## config.mk

```make
export PLATFORM = sky130hd
export DESIGN_NAME = pixel_write_sink
export DESIGN_NICKNAME = d
export VERILOG_FILES = /design/src/rtl/pixel_write_sink_pkg.sv /design/src/rtl/pixel_fifo.sv /design/src/rtl/pixel_write_sink.sv
export SDC_FILE = /design/constraint.sdc
export NUM_CORES = 1
export LEC_CHECK = 0
export CORE_MARGIN = 10
export CORE_UTILIZATION = 34
export DETAILED_ROUTE_END_ITERATION = 10
export PLACE_DENSITY = 0.66
export SETUP_SLACK_MARGIN = 0.02
export SYNTH_ARGS = -nofsm -noshare
export SYNTH_HDL_FRONTEND = slang
export SYNTH_SLANG_ARGS = --single-unit
```

## constraint.sdc

```tcl
create_clock -name clock -period 2.2 [get_ports clock]
set_clock_uncertainty 0.1 [all_clocks]
set_input_delay 0.44 -clock clock [delete_from_list [all_inputs] [get_ports clock]]
set_output_delay 0.44 -clock clock [all_outputs]
set_load 0.01 [all_outputs]
```

## src/rtl/pixel_write_sink_pkg.sv

```systemverilog
// rtl/pixel_write_sink_pkg.sv - shared screen geometry and framebuffer entry types
package pixel_write_sink_pkg;

  localparam int SCREEN_W  = 160;
  localparam int SCREEN_H  = 120;
  localparam int FB_ADDR_W = 15;
  localparam int COLOUR_W  = 3;
  localparam int ENTRY_W   = FB_ADDR_W + COLOUR_W;

  typedef struct packed {
    logic [FB_ADDR_W-1:0] addr;
    logic [COLOUR_W-1:0]  colour;
  } pixel_entry;

endpackage

```

## src/rtl/pixel_fifo.sv

```systemverilog
// rtl/pixel_fifo.sv - synchronous FIFO for buffered framebuffer writes
module pixel_fifo #(
  parameter int DEPTH = 4,
  parameter int WIDTH = 18
) (
  input  logic                     clock,
  input  logic                     reset,
  input  logic                     push,
  input  logic [WIDTH-1:0]         push_data,
  input  logic                     pop,
  output logic [WIDTH-1:0]         pop_data,
  output logic                     full,
  output logic                     empty,
  output logic [$clog2(DEPTH):0]   count
);

  localparam int PTR_W = $clog2(DEPTH);
  localparam logic [PTR_W:0] FULL_COUNT = (PTR_W+1)'(DEPTH);

  logic [WIDTH-1:0] mem [DEPTH];
  logic [PTR_W-1:0] wr_ptr;
  logic [PTR_W-1:0] rd_ptr;

  // The caller only pushes into a full FIFO when it also pops that cycle.
  always_ff @(posedge clock) begin
    if (push) begin
      mem[wr_ptr] <= push_data;
    end
  end

  always_ff @(posedge clock) begin
    if (reset) begin
      wr_ptr <= '0;
      rd_ptr <= '0;
      count  <= '0;
    end else begin
      if (push) wr_ptr <= wr_ptr + 1'b1;
      if (pop)  rd_ptr <= rd_ptr + 1'b1;
      case ({push, pop})
        2'b10:   count <= count + 1'b1;
        2'b01:   count <= count - 1'b1;
        default: count <= count;
      endcase
    end
  end

  assign pop_data = mem[rd_ptr];
  assign full     = (count == FULL_COUNT);
  assign empty    = (count == '0);

endmodule

```

## src/rtl/pixel_write_sink.sv

```systemverilog
// rtl/pixel_write_sink.sv - bounds-checks drawer pixel writes and streams them to the framebuffer
module pixel_write_sink
  import pixel_write_sink_pkg::*;
#(
  parameter int DEPTH    = 4,
  parameter int SCREEN_W = pixel_write_sink_pkg::SCREEN_W,
  parameter int SCREEN_H = pixel_write_sink_pkg::SCREEN_H
) (
  input  logic                 clock,
  input  logic                 reset,
  input  logic [7:0]           vga_x,
  input  logic [6:0]           vga_y,
  input  logic [COLOUR_W-1:0]  vga_colour,
  input  logic                 vga_write,
  input  logic                 clear_flags,
  output logic                 fifo_full,
  output logic                 overflow,
  output logic [7:0]           dropped_count,
  output logic [FB_ADDR_W-1:0] mem_addr,
  output logic [COLOUR_W-1:0]  mem_data,
  output logic                 mem_we,
  input  logic                 mem_ready
);

  localparam int CNT_W = $clog2(DEPTH) + 1;
  localparam logic [CNT_W-1:0] DEPTH_C = CNT_W'(DEPTH);
  localparam logic [7:0] X_LIMIT = 8'(SCREEN_W);
  localparam logic [6:0] Y_LIMIT = 7'(SCREEN_H);

  logic                 in_bounds;
  logic                 fifo_push;
  logic                 fifo_pop;
  logic                 fifo_empty;
  logic [CNT_W-1:0]     fifo_count;
  logic [FB_ADDR_W-1:0] y_ext;
  pixel_entry           push_entry;
  pixel_entry           head_entry;

  assign in_bounds = (vga_x < X_LIMIT) && (vga_y < Y_LIMIT);

  // y*160 as two shifts so no multiplier is needed.
  assign y_ext      = {8'b0, vga_y};
  assign push_entry = '{addr:   (y_ext << 7) + (y_ext << 5) + {7'b0, vga_x},
                        colour: vga_colour};

  assign fifo_pop  = !fifo_empty && (!mem_we || mem_ready);
  assign fifo_push = vga_write && in_bounds && ((fifo_count < DEPTH_C) || fifo_pop);

  pixel_fifo #(
    .DEPTH (DEPTH),
    .WIDTH (ENTRY_W)
  ) u_fifo (
    .clock     (clock),
    .reset     (reset),
    .push      (fifo_push),
    .push_data (push_entry),
    .pop       (fifo_pop),
    .pop_data  (head_entry),
    .full      (fifo_full),
    .empty     (fifo_empty),
    .count     (fifo_count)
  );

  always_ff @(posedge clock) begin
    if (reset) begin
      mem_we   <= 1'b0;
      mem_addr <= '0;
      mem_data <= '0;
    end else if (fifo_pop) begin
      mem_we   <= 1'b1;
      mem_addr <= head_entry.addr;
      mem_data <= head_entry.colour;
    end else if (mem_ready) begin
      mem_we   <= 1'b0;
    end
  end

  // clear_flags wins over a same-cycle increment or overflow event.
  always_ff @(posedge clock) begin
    if (reset || clear_flags) begin
      overflow      <= 1'b0;
      dropped_count <= '0;
    end else begin
      if (vga_write && in_bounds && !fifo_push) begin
        overflow <= 1'b1;
      end
      if (vga_write && !in_bounds && (dropped_count != 8'hff)) begin
        dropped_count <= dropped_count + 8'd1;
      end
    end
  end

endmodule
```

==> run_results.csv <==
group,metric,value,unit
pwr,p_seq_frac,0.438,
timing,min_period_over_period,0.957,
synthesis,syn_area,4510,sq um
drt,firstDrtPassIters,4,
floorplan,die_x,135,um
clock_tree,clk_latency,0.34,ns
global_route,grt_first_pass_wirelength,15.3,mm
final_layout,n_antenna_cell,0,
min_path,worstHoldEndpoint,"mem_addr[2]",
worst_setup_path,reg2reg_depth,9,
global_route,grt_max_degree,27,
place,place.gp.congestion,0.708,
place,post_dp_cell_area,5580,sq um
synthesis,yosys_warnings,0,
synthesis,synth_edf_count,72,
timing,slew-limit-headroom,0.686,
clock_tree,cts.sinks,107,
pwr,ir_drop,0.000387,V
synthesis,syn-num-nets,368,
worst_setup_path,cp_data_required_time,2.19,ns
synthesis,synth_flop_cell,"edfxtp_1",
final_layout,layout.nets,458,
min_path,holdCritPathClass,"reg -> reg",
pwr,total_power,5.86,mW
pwr,p_leak,2.07,nW
synthesis,synth_cells,323,
pwr,power.clock.fraction,0.262,
clock_tree,cts_tree,"yes",
synthesis,synth_cell_types,42,
timing,rsz0062_at_grt,"true",
worst_setup_path,worst-path-max-fanout,4,
worst_setup_path,critPathMostFrequentCell,"fa_2",
final_layout,final_util,0.462,
timing,hold_violations,0,
worst_setup_path,r2r_start,"u_fifo.count[2]",
pwr,powerDensity,993,nW/um^2
final_layout,final_cell_mix,"edfxtp_1 (72), nand2_1 (41), clkdlybuf4s50_1 (39), dfxtp_1 (35), buf_4 (35)",
floorplan,core,12800,sq um
global_route,grt_overflow_total,0,
clock_tree,numCtsBuffers,9,
worst_setup_path,rrSetupSlack,0.12,ns
drt,wl,9.13,mm
pwr,switching_share,0.293,
global_route,first_global_vias,2978,
global_route,grt.total_usage,0.104,
final_layout,area_delta_synth_final,31.0,%
worst_setup_path,cp-start-kind,"input port",
clock_tree,h-tree-depth,3,
drt,num_vias,2856,
outcome,status,"completed",
global_route,grt_antenna_before_repair,0,
worst_setup_path,crit_path_top_delay_cell,"fa_2",
place,place_ws,-0.600,ns
floorplan,fp.dieArea,18300,sq um
synthesis,ys_seq_elements,107,
drt,drt-vias-per-instance,4.84,
timing,setup_viol,0,
pwr,p_switching,1.72,mW
floorplan,row_count,41,
clock_tree,cts_root_buf,"clkbuf_16",
final_layout,finalInstanceArea,5900,sq um
min_path,whs_path_depth,2,
floorplan,die_h,135,um
drt,drt_iter0_markers,173,
clock_tree,postCtsHoldBufs,0,
clock_tree,clockBufferDepth,2,
floorplan,io_pins,52,
timing,fmax,0.475,GHz
synthesis,synth_async_sr_flop_share,0,
worst_setup_path,timing.rr.end,"u_fifo.count[2]",
timing,fin_crit,2.11,ns
timing,worst_pin_slew,0.470,ns
worst_setup_path,critPathArrivalTime,2.10,ns
min_path,min-delay-start,"mem_addr[2]",
pwr,combinationalPowerShare,0.300,
worst_setup_path,worst-setup-path-type,"in -> reg",
final_layout,final_common_cell,"edfxtp_1",
synthesis,avgSynthCellArea,13.9,sq um
clock_tree,path_clk_slew,0.08,ns
drt,drc_errors,0,
worst_setup_path,endpoint_kind,"register",
floorplan,start_util,0.353,
place,portBuffers,51,
drt,wl_per_cell,15.5,um
drt,ant_nets,0,
synthesis,seq_area_frac_synth,0.635,
timing,maxSlewViolCount,0,
worst_setup_path,max_stage_delay,0.52,ns
place,dpl.hpwl,6.43,mm
timing,setup_slack,0.0943,ns
pwr,p_int,4.15,mW
worst_setup_path,crit_chain,"buf_2, fa_2, fa_2, a21oi_4, o211ai_1, a21oi_2, xnor2_2",
run,maxCapViolations,0,
final_layout,drive_above_1_share,0.237,
sequential cells by signal, summed over array words and instances (netlist names):
name,cells
mem_we,1
mem_data,3
overflow,1
u_fifo.mem,72
dropped_count,8
u_fifo.count,3
mem_addr,15
u_fifo.wr_ptr,2
u_fifo.rd_ptr,2
critical path: cells and delay by family:
kind,cells,cell delay (ns)
AOI/OAI and AO/OA,3,0.48
adders and majority gates,2,0.96
xor gates and xnor gates,1,0.10
buffers and inverters,1,0.12
metrics by stage:
stage | setup TNS [ns] | hold WS, ns | instances
6_report | 0 | 0.355 | 590
5_1_grt | 0 | 0.375 | 590
4_1_cts | 0 | 0.358 | 590
3_5_place_dp | -35.78 | 0.348 | 573
3_3_place_gp | -32.18 | 0.342 | 573
2_1_floorplan | 0 | 0.381 | 323
how the worst max path moves through the flow:
| stage | startpoint | endpoint | slack, ns | depth (start not counted) |
|---|---|---|---|---|
| floorplan | vga_y[2] | u_fifo.mem[0][15] | 0.006 | 6 |
| global placement | vga_y[2] | u_fifo.mem[0][16] | -0.56 | 8 |
| detailed placement | vga_y[2] | u_fifo.mem[0][16] | -0.60 | 8 |
| CTS | vga_y[6] | u_fifo.count[2] | 0.03 | 11 |
| global route | vga_x[6] | u_fifo.count[2] | 0.02 | 11 |
| finish | vga_x[7] | u_fifo.mem[2][15] | 0.09 | 7 |
power by group through the flow:
stage | registers [mW] | clock network [mW] | logic [mW]
2_1_floorplan | 2.66 | 0 | 0.950
3_3_place_gp | 2.60 | 0 | 1.74
3_5_place_dp | 2.62 | 0 | 1.77
4_1_cts | 2.57 | 1.57 | 1.77
5_1_grt | 2.60 | 1.66 | 1.94
6_report | 2.57 | 1.54 | 1.76
final cells by class:
cell class	count	area, sq um
Tap cell	172	215
Timing Repair Buffer	91	847
Multi-Input combinational cell	195	1660
Clock buffer	9	225
Fill cell	1119	6870
Clock inverter	7	62.6
Sequential cell	107	2860
Inverter	9	33.8
cells by family after synthesis:
logic type,after synthesis,synth area share
buf+inv,21,0.0217
flops,107,0.635
mux,19,0.0922
xor+xnor,11,0.0214
compound gates,55,0.0694
simple gates,88,0.0939
fa+ha+maj,22,0.0661
synth_stat cells, types with 5 or more instances:
library cell / number / area, sq um
nor3_1: 5 / 25.0
o21ai_0: 7 / 35.0
a21oi_1: 34 / 170
edfxtp_1: 72 / 2160
inv_1: 9 / 33.8
mux4_2: 18 / 405
ha_1: 19 / 238
dfxtp_1: 35 / 701
buf_2: 6 / 30.0
nor2_1: 11 / 41.3
xnor2_1: 7 / 61.3
nand2_1: 41 / 154
nand3_1: 6 / 30.0
metal layers:
metal	routed length [um]	global-route usage
met2	4770	0.182
met1	3960	0.122
met4	102	0.0341
met5	0	0
met3	295	0.0249
repair_timing:
action / CTS / global route
buffers inserted: 1 / 0
pin swaps: 13 / 3
endpoints found under the setup margin: 29 / 17
resized for setup: 24 / 9
Power figures use the tool's default switching activity.
